[config.mk]
export PLATFORM = sky130hd
export DESIGN_NAME = jtkiwi_gfx_fetch
export DESIGN_NICKNAME = d
export VERILOG_FILES = /design/src/rtl/jtkiwi_gfx_fetch.sv
export SDC_FILE = /design/constraint.sdc
export NUM_CORES = 1
export LEC_CHECK = 0
export ABC_AREA = 1
export CELL_PAD_IN_SITES_DETAIL_PLACEMENT = 2
export CELL_PAD_IN_SITES_GLOBAL_PLACEMENT = 2
export CORE_MARGIN = 4
export CORE_UTILIZATION = 28
export CTS_BUF_LIST = sky130_fd_sc_hd__clkbuf_8
export CTS_CLUSTER_DIAMETER = 100
export DETAILED_ROUTE_END_ITERATION = 8
export HOLD_SLACK_MARGIN = 0.12
export PLACE_DENSITY = 0.83
export SYNTH_ARGS = -nofsm -noshare
export SYNTH_HDL_FRONTEND = slang
export SYNTH_SLANG_ARGS = --single-unit
[constraint.sdc]
create_clock -name clk -period 2.03 [get_ports clk]
set_clock_uncertainty 0.1 [all_clocks]
set_input_delay 0.406 -clock clk [delete_from_list [all_inputs] [get_ports clk]]
set_output_delay 0.406 -clock clk [all_outputs]
set_load 0.05 [all_outputs]
[src/rtl/jtkiwi_gfx_fetch.sv]
// Graphics ROM fetch arbiter: serves the tile (scr) and sprite (obj) 32-bit
// read ports from one shared SDRAM read channel. Each client has a one-entry
// cache, so a repeated address needs no SDRAM access. When both clients miss
// at once, a round-robin pointer decides who goes first.
//
// SDRAM handshake: sdram_req is raised with a stable sdram_addr and held until
// the one-cycle sdram_ack pulse; after that the address may change. One
// sdram_rdy pulse later delivers sdram_dout for the accepted request. An ack
// outside REQ and a rdy outside WAIT are ignored.
module jtkiwi_gfx_fetch #(
  parameter logic [21:0] SCR_OFFSET = 22'h00000,
  parameter logic [21:0] OBJ_OFFSET = 22'h80000
) (
  input  logic        clk,
  input  logic        rst_n,
  input  logic        scr_cs,
  input  logic [17:0] scr_addr,
  output logic [31:0] scr_data,
  output logic        scr_ok,
  input  logic        obj_cs,
  input  logic [17:0] obj_addr,
  output logic [31:0] obj_data,
  output logic        obj_ok,
  output logic [21:0] sdram_addr,
  output logic        sdram_req,
  input  logic        sdram_ack,
  input  logic        sdram_rdy,
  input  logic [31:0] sdram_dout
);

  typedef enum logic [1:0] {
    ST_IDLE = 2'd0,
    ST_REQ  = 2'd1,
    ST_WAIT = 2'd2
  } state_t;

  // FSM state is kept under a plain name so checkers can bind to it.
  state_t      state_q, state_d;
  logic        req_q, req_d;
  logic [21:0] saddr_q, saddr_d;
  logic        client_q, client_d;   // 0: scr, 1: obj
  logic [17:0] addr_q, addr_d;       // latched client address, becomes the tag
  logic        rr_q, rr_d;           // 0: scr wins next double miss, 1: obj

  logic        scr_valid_q, scr_valid_d;
  logic [17:0] scr_tag_q, scr_tag_d;
  logic [31:0] scr_data_q, scr_data_d;
  logic        obj_valid_q, obj_valid_d;
  logic [17:0] obj_tag_q, obj_tag_d;
  logic [31:0] obj_data_q, obj_data_d;

  logic        scr_miss, obj_miss;
  logic        grant_obj;
  logic [17:0] sel_addr;
  logic [21:0] sel_offset;
  logic [21:0] sel_sdram;

  // Hits are purely combinational from the cache registers.
  assign scr_ok     = scr_cs & scr_valid_q & (scr_tag_q == scr_addr);
  assign obj_ok     = obj_cs & obj_valid_q & (obj_tag_q == obj_addr);
  assign scr_miss   = scr_cs & ~scr_ok;
  assign obj_miss   = obj_cs & ~obj_ok;
  assign scr_data   = scr_data_q;
  assign obj_data   = obj_data_q;
  assign sdram_req  = req_q;
  assign sdram_addr = saddr_q;

  // Grant selection: a lone miss wins, a double miss follows the rr pointer.
  always_comb begin
    grant_obj  = obj_miss & (~scr_miss | rr_q);
    sel_addr   = grant_obj ? obj_addr : scr_addr;
    sel_offset = grant_obj ? OBJ_OFFSET : SCR_OFFSET;
    // 16-bit word address; the add wraps at 22 bits on purpose.
    sel_sdram  = {3'b000, sel_addr, 1'b0} + sel_offset;
  end

  // Next-state logic: arbitration, SDRAM handshake and cache fill.
  always_comb begin
    state_d     = state_q;
    req_d       = req_q;
    saddr_d     = saddr_q;
    client_d    = client_q;
    addr_d      = addr_q;
    rr_d        = rr_q;
    scr_valid_d = scr_valid_q;
    scr_tag_d   = scr_tag_q;
    scr_data_d  = scr_data_q;
    obj_valid_d = obj_valid_q;
    obj_tag_d   = obj_tag_q;
    obj_data_d  = obj_data_q;
    case (state_q)
      ST_IDLE: begin
        if (scr_miss | obj_miss) begin
          client_d = grant_obj;
          addr_d   = sel_addr;
          saddr_d  = sel_sdram;
          req_d    = 1'b1;
          state_d  = ST_REQ;
          if (scr_miss & obj_miss) rr_d = ~rr_q;
        end
      end
      ST_REQ: begin
        // A rdy arriving together with ack is a controller error: ignored.
        if (sdram_ack) begin
          req_d   = 1'b0;
          state_d = ST_WAIT;
        end
      end
      ST_WAIT: begin
        // The fill uses the latched address even if the client moved on.
        if (sdram_rdy) begin
          if (client_q) begin
            obj_valid_d = 1'b1;
            obj_tag_d   = addr_q;
            obj_data_d  = sdram_dout;
          end else begin
            scr_valid_d = 1'b1;
            scr_tag_d   = addr_q;
            scr_data_d  = sdram_dout;
          end
          state_d = ST_IDLE;
        end
      end
      default: begin
        req_d   = 1'b0;
        state_d = ST_IDLE;
      end
    endcase
  end

  // State and cache registers, cleared asynchronously.
  always_ff @(posedge clk or negedge rst_n) begin
    if (!rst_n) begin
      state_q     <= ST_IDLE;
      req_q       <= 1'b0;
      saddr_q     <= 22'd0;
      client_q    <= 1'b0;
      addr_q      <= 18'd0;
      rr_q        <= 1'b0;
      scr_valid_q <= 1'b0;
      scr_tag_q   <= 18'd0;
      scr_data_q  <= 32'd0;
      obj_valid_q <= 1'b0;
      obj_tag_q   <= 18'd0;
      obj_data_q  <= 32'd0;
    end else begin
      state_q     <= state_d;
      req_q       <= req_d;
      saddr_q     <= saddr_d;
      client_q    <= client_d;
      addr_q      <= addr_d;
      rr_q        <= rr_d;
      scr_valid_q <= scr_valid_d;
      scr_tag_q   <= scr_tag_d;
      scr_data_q  <= scr_data_d;
      obj_valid_q <= obj_valid_d;
      obj_tag_q   <= obj_tag_d;
      obj_data_q  <= obj_data_d;
    end
  end

endmodule

Word level (Yosys, flattened, before mapping)
Cells that the tools add are included.
{"block": "op_classes", "addsub": 1, "eq_ne": 7, "mux": 9, "n_bitwise": 16, "n_reduce_logical": 7}
{"op": "18-bit equality test", "n": 2}
{"op": "19-bit by 20-bit adder with 21-bit output", "n": 1}
{"op": "20-bit two-way mux", "n": 1}
{"op": "18-bit two-way mux", "n": 1}
{"op": "3-bit AND reduction", "n": 5}
{"op": "1-bit AND", "n": 8}
{"op": "2-bit two-way mux", "n": 3}
{"op": "2-bit inequality test, second input constant", "n": 3}
{"op": "1-bit NOT", "n": 6}
{"op": "2-bit case mux with 3 select lines", "n": 1}
{"op": "1-bit case mux with 3 select lines", "n": 1}
{"op": "2-bit by 1-bit equality test with 1-bit output, second input constant", "n": 1}
{"op": "2-bit equality test, second input constant", "n": 1}
{"op": "2-bit logical NOT", "n": 1}
{"op": "1-bit two-way mux", "n": 2}
{"op": "1-bit OR", "n": 2}
{"op": "2-bit AND reduction", "n": 1}
{"block": "word_totals", "ff_bits": 147, "word_cells": 52}

Logic depth before layout (Yosys ltp)
Gate-level depths: netlist of run 1.
{"block": "logic_depth", "depth_word": 9, "mapped_depth": 14}

Worst setup path after synthesis of run 1
No wires, ideal clock.
{"block": "synth_path", "kind": "input to output", "startpoint": "in scr_addr[7]", "endpoint": "out scr_ok", "t_arrival_ns": 1.739, "slack_ns": -0.215, "stages": 5, "path_buffers": 0, "cell_sequence": "inv_1 -> nand2_1 -> nand4_1 -> or4_1 -> nor2_1"}
{"block": "synth_via", "elab_chain_len": 2}
{"element": "start, declared", "line": "17", "text": "input logic [17:0] scr_addr,"}
{"element": "18-bit equality test", "line": "59", "text": "assign scr_ok = scr_cs & scr_valid_q & (scr_tag_q == scr_addr);"}
{"element": "1-bit AND", "line": "59"}
{"element": "end, declared", "line": "19", "text": "output logic scr_ok,"}
Every way passes these cells.

Final worst setup path of run 1
{"block": "layout_path", "startpoint": "in scr_addr[10]", "endpoint": "out scr_ok"}
Same word-level chain as after synthesis.

==> results of run 1 <==
final timing paths:
check	from	to	cells after the start
worst min-delay path	rst_n	scr_data[30]$_DFFE_PN0P_	2
max in group asynchronous	rst_n	obj_tag_q[17]$_DFFE_PN0P_	3
worst min register to register	scr_data[21]$_DFFE_PN0P_	scr_data[21]$_DFFE_PN0P_	2
worst max-delay path	scr_addr[10]	scr_ok	6
min in group clk	scr_data[21]$_DFFE_PN0P_	scr_data[21]$_DFFE_PN0P_	2
worst max register to register	obj_tag_q[5]$_DFFE_PN0P_	addr_q[12]$_DFFE_PN0P_	14
synthesized netlist by cell type, types with 2 or more instances:
library cell  instances
nand2_1             254
dfrtp_1             125
inv_1               120
o21ai_0             105
nand3_1              46
nor2_1               29
clkbuf_1             22
inv_2                 8
nand4_1               7
buf_4                 6
o2111ai_1             5
buf_6                 4
nor3_1                4
a21oi_1               3
nand2_2               3
o21ai_1               3
xnor2_1               3
nand3b_1              2
o211ai_1              2
xor2_1                2
metrics by stage:
stage	hold WS [ns]	total power, mW	worst slack (ns)	instance area [µm²]
final	0.332	15.3	-0.574	9540
after global routing	0.337	16.1	-0.608	9540
after CTS	0.334	14.6	-0.502	9090
after detailed placement	0.273	11.8	-0.709	8440
after global placement	0.264	11.5	-0.584	8440
after floorplan	0.0104	8.76	-0.00955	5960
layer usage:
metal  global-route usage  share of wire  vias up
li1                     -              -     2912
met1                0.249           0.39     3238
met5                    0         0.0011        -
met4               0.0984          0.038        4
met2                0.390           0.52      193
met3               0.0569          0.053       68
report_power, final:
part           switching (mW)  total, mW  internal [mW]
Sequential              0.939       4.50           3.56
Combinational            5.67       8.45           2.78
Clock                    1.10       2.32           1.22
layout make-up:
cell class	count	area [µm²]
clock inverter	13	151
clock buffer	18	248
fill	2337	11400
sequential	125	3130
multi-input combinational	482	2530
inverter	128	488
timing repair buffer	285	2650
tap	275	344
what timing repair did:
item | 4_1_cts | 5_1_grt
cloned | 2 | 3
hold endpoints to repair | 22 | 0
hold buffers | 1 | 0
pin swaps | 16 | 27
endpoints found under the setup margin | 51 | 24
setup buffers | 13 | 15
resized for setup | 73 | 89
cell families (layout without fill, tap and decap cells):
kind of cell	after synthesis	count (layout)	share of synthesized area
AO/OA/AOI/OAI	122	122	0.109
XOR/XNOR	5	5	0.00736
buffers and inverters	161	444	0.112
flip-flops	125	125	0.526
other	1	3	0.000630
AND/OR/NAND/NOR	351	352	0.245
registers in the layout, summed over array words and instances (netlist names):
signal	count
scr_valid_q	1
addr_q	17
sdram_req	1
obj_data	32
obj_valid_q	1
rr_q	1
scr_data	32
state_q	2
obj_tag_q	18
scr_tag_q	18
sdram_addr	2
==> metrics.cfg, run 1 <==
[route]
wl_per_cell_um=21.7
wl_mm=28.8
first_pass_iters=4
vias_per_cell=4.84
drc_errors=0
drt_iter0_drc=246
vias=6415
final_antenna_net_count=0

[grt]
grt_start_max_net_pins=84
grt_usage=0.220
grt_pass1_wl_mm=40.7
antenna_found_initial=2
grt_pass1_vias=7288
grt-ovfl-total=0

[sta]
worst_slack_ns=-0.574
finalMaxSlewViolations=0
slew_headroom=0.632
setup_viol=24
max_clock_freq_mhz=384
fin_crit_sh=1.28
rsz0062_at_grt=true
tns_ns=-3.86
tightestPinTransition_ns=0.551
finalHoldViolCount=0
fin_crit_ns=2.60

[clocking]
clk_pin_slew_ns=0.08
clkSinkCount=125
cts_made_buffers=17
cts.htree.levels=4
root_buffer=clkbuf_8
clk_latency_ns=0.47
cts_max_path_buffers=2
cts_tree=done

[setup_path]
reg2reg_slack_ns=-0.22
cp-end-kind=output pin
setup.worst_path.start_class=primary input
arrival_ns=2.10
cp_data_required_time_ns=1.52
critPathMaxFanout=3
slowest_delay_ns=0.53
cp_top_family=buffers and inverters
criticalPathCategory=in2out
slowest_stage=or4_1
crit_chain=clkdlybuf4s50_1 > inv_1 > o211ai_1 > or4_1 > nor2_2 > buf_12
critPathBufInv=3

[power_and_ir_drop]
p_leak_nw=4.97
power.density_nw_per_um2=1600
vdd_ir_drop_max_mv=0.666

[final_layout]
drive_gt1_frac=0.300
mostFrequentLayoutCells=nand2_1 (217), buf_4 (151), dfrtp_1 (125)
fin_cells=1326
layout.nets=1113
fin_util=0.455
n_antenna_cell=0
mostFrequentLayoutCell=nand2_1
synthToLayoutAreaGrowth_pct=60.5

[outcome]
violations=setup timing
status=finished, violations left

[synth]
synthArstFlopShare=1.00
ys_seq_elements=125
yosys-top-cells-area=dfrtp_1 (53%), nand2_1 (16%), o21ai_0 (8.8%), inv_1 (7.6%), nand3_1 (3.9%)
synth_top_area_frac=0.526
synth_area_leader_cell=dfrtp_1
seq_area_frac_synth=0.526
ys.flop_type=dfrtp_1
synth_area_um2=5950
avgSynthCellArea_um2=7.78
yosysWarnings=0
synth_cells=765
synth_edf_count=0
ys_types=32

[floorplanning]
start_util=0.284
core_area_um2=21000
io_pins=163
fp.dieH_um=154
die_x_um=154
dieArea_um2=23600
rows=53

[placement]
dp_cells=1263
routabilityCongestion=0.801
numPortBuffers=159
hpwl_mm=17.5

[min_path]
holdCritPathClass=in2async

[run]
cap_viol_max_count=0

(Power assumes the default switching activity.)
==> run 2: changes to the inputs <==
--- a/config.mk
+++ b/config.mk
@@ -12,6 +12,7 @@
 export CORE_UTILIZATION = 28
 export CTS_BUF_LIST = sky130_fd_sc_hd__clkbuf_8
 export CTS_CLUSTER_DIAMETER = 100
+export CTS_CLUSTER_SIZE = 8
 export DETAILED_ROUTE_END_ITERATION = 8
 export HOLD_SLACK_MARGIN = 0.12
 export PLACE_DENSITY = 0.83
==> results of run 2 <==
No change in the layout: final DEF, timing and power equal those of run 1.
==> run 3: changes to the inputs <==
--- a/config.mk
+++ b/config.mk
@@ -16,6 +16,7 @@
 export DETAILED_ROUTE_END_ITERATION = 8
 export HOLD_SLACK_MARGIN = 0.12
 export PLACE_DENSITY = 0.83
+export SETUP_SLACK_MARGIN = 0.15
 export SYNTH_ARGS = -nofsm -noshare
 export SYNTH_HDL_FRONTEND = slang
 export SYNTH_SLANG_ARGS = --single-unit
==> run 3 against run 2 <==
  * The run still ends with setup timing left
  * Non-clock buffer count rose by 2
  * Wire length rose by 9.1%
  * Combinational power rose by 4.1%
  * Highest routed layer unchanged
  * Design area rose by 2.6%
  * Register-to-register slack barely moved
  * Critical path depth rose by 3
  * Critical path type unchanged
==> metrics.cfg, run 3 (synthesized netlist as in run 1, its figures left out) <==
[floorplanning]
core_area_um2=21000  ; unchanged
dieArea_um2=23600  ; unchanged
start_util=0.284  ; unchanged
rows=53  ; unchanged
die_x_um=154  ; unchanged
io_pins=163  ; unchanged
fp.dieH_um=154  ; unchanged

[grt]
antenna_found_initial=5  ; +3
grt_pass1_vias=7383  ; +1.3%
grt_pass1_wl_mm=44.3  ; +8.7%
grt_usage=0.243  ; +0.0234
grt-ovfl-total=0  ; unchanged
grt_start_max_net_pins=82  ; -2.4%

[placement]
routabilityCongestion=0.817  ; +2.1%
numPortBuffers=159  ; unchanged
pre_cts_slack_ns=-0.605  ; +0.104 ns
placed_area_um2=8400  ; -0.49%
hpwl_mm=17.1  ; -2.3%

[final_layout]
design_area_um2=9790  ; +2.6%
mostFrequentLayoutCells=nand2_1 (202), buf_4 (153), dfrtp_1 (124)
layout.nets=1114  ; +0.090%
drive_gt1_frac=0.354  ; +0.0545
mostFrequentLayoutCell=nand2_1
synthToLayoutAreaGrowth_pct=64.6
fin_util=0.467  ; +0.0118

[setup_path]
slowest_delay_ns=0.55  ; +0.02 ns
crit_chain=clkdlybuf4s50_1 > inv_1 > nand2_1 > nand2_2 > buf_4 > nor3_4 > nand3_2 > nor2_4 > buf_12
setup.worst_path.start_class=primary input
cp-end-kind=output pin
slowest_stage=clkdlybuf4s50_1
criticalPathCategory=in2out
cp_data_required_time_ns=1.52  ; about the same
arrival_ns=2.07  ; -0.03 ns
reg2reg_slack_ns=-0.23  ; about the same
critPathMaxFanout=2  ; -1

[sta]
worst_slack_ns=-0.551  ; +0.0231 ns
max_clock_freq_mhz=387  ; +0.89%
fin_crit_sh=1.27  ; -0.0114
tightestPinTransition_ns=0.815  ; +0.264 ns
slew_headroom=0.455  ; -0.177
fin_crit_ns=2.58  ; -0.0231 ns
rsz0062_at_grt=true
finalHoldViolCount=0  ; unchanged
finalMaxSlewViolations=0  ; unchanged
setup_viol=24  ; unchanged

[route]
first_pass_iters=5  ; +1
vias_per_cell=4.98  ; +2.9%
final_antenna_net_count=0  ; unchanged
drc_errors=0  ; unchanged
wl_mm=31.4  ; +9.1%
wl_per_cell_um=23.6  ; +8.9%
vias=6613  ; +3.1%
drt_iter0_drc=339  ; +38%

[clocking]
clkSinkCount=125  ; unchanged
clk_pin_slew_ns=0.10  ; +0.02 ns
cts_tree=done
cts_max_path_buffers=2  ; unchanged
cts_made_buffers=17  ; unchanged
root_buffer=clkbuf_8
clk_latency_ns=0.47  ; about the same
cts.htree.levels=4  ; unchanged

[outcome]
status=finished, violations left
violations=setup timing

[power_and_ir_drop]
p_leak_nw=4.97  ; about the same
vdd_ir_drop_max_mv=0.816  ; +23%
power.density_nw_per_um2=1630  ; +2.0%

[run]
cap_viol_max_count=0  ; unchanged

[min_path]
holdCritPathClass=in2async

-- run 3: cell types whose count changed in the layout (fill, tap and decap cells not counted), moves of 5 or more --
cell             delta
nand3_1             -9
clkbuf_2           +15
nand2_2             +8
dlygate4sd2_1      -28
nand2_4             +5
clkdlybuf4s15_2    +17
nand3_4             +9
nand2_1            -15
-- run 3: final cells by class --
type,count,area (µm²)
diodes,1,2.50
flip-flops and latches,125,3130
repair buffers,287,2640
multi-input cells,481,2730
well taps,275,344
fillers,2289,11200
clock inverters,12,183
clock buffers,20,275
inverters,128,488
-- run 3: per-layer routing --
layer  share of wire  routed length [µm]  vias up  track usage
met2            0.52               16300      233        0.433
met1            0.39               12300     3392        0.271
met3           0.051                1600       63       0.0645
met5          0.0018                  57        -            0
met4           0.036                1130        8        0.114
li1                -                   -     2917            -
-- run 3: worst paths after layout --
kind	from	endpoint	depth (start not counted)
min	rst_n	addr_q[12]$_DFFE_PN0P_	2
max	obj_addr[14]	obj_ok	9
max reg2reg	obj_tag_q[11]$_DFFE_PN0P_	addr_q[5]$_DFFE_PN0P_	14
min in group clk	scr_addr[3]	addr_q[3]$_DFFE_PN0P_	6
max in group asynchronous	rst_n	obj_data[12]$_DFFE_PN0P_	3
min reg2reg	obj_valid_q$_DFFE_PN0P_	obj_valid_q$_DFFE_PN0P_	2
-- run 3: repair_timing --
action / in CTS / in global routing
resized for setup: 192 / 78
setup buffers: 18 / 15
setup endpoints to repair: 58 / 39
hold endpoints to repair: 89 / 0
cloned: 2 / 1
pin swaps: 44 / 24
hold buffers: 1 / 0
-- run 3: critical path: cells and delay by family --
| kind | cells | cell delay (ns) |
|---|---|---|
| simple gates | 5 | 0.69 |
| buf+inv | 4 | 0.96 |
-- run 3: power by group --
group          internal [mW]  leakage (nW)  switching [mW]
logic                   2.85          3.17            5.95
registers               3.56          1.57           0.977
clock network           1.45         0.222            1.19
-- run 3: per-stage QoR --
stage	total power [mW]	instances	hold WS [ns]	TNS (ns)
after floorplan	8.77	767	0.0104	0
after global placement	11.4	1259	0.257	-11.05
after detailed placement	11.8	1259	0.255	-12.63
after CTS	15.0	1312	0.272	-0.851
after global routing	16.8	1329	0.278	-5.14
final	16.0	1329	0.281	-4.77
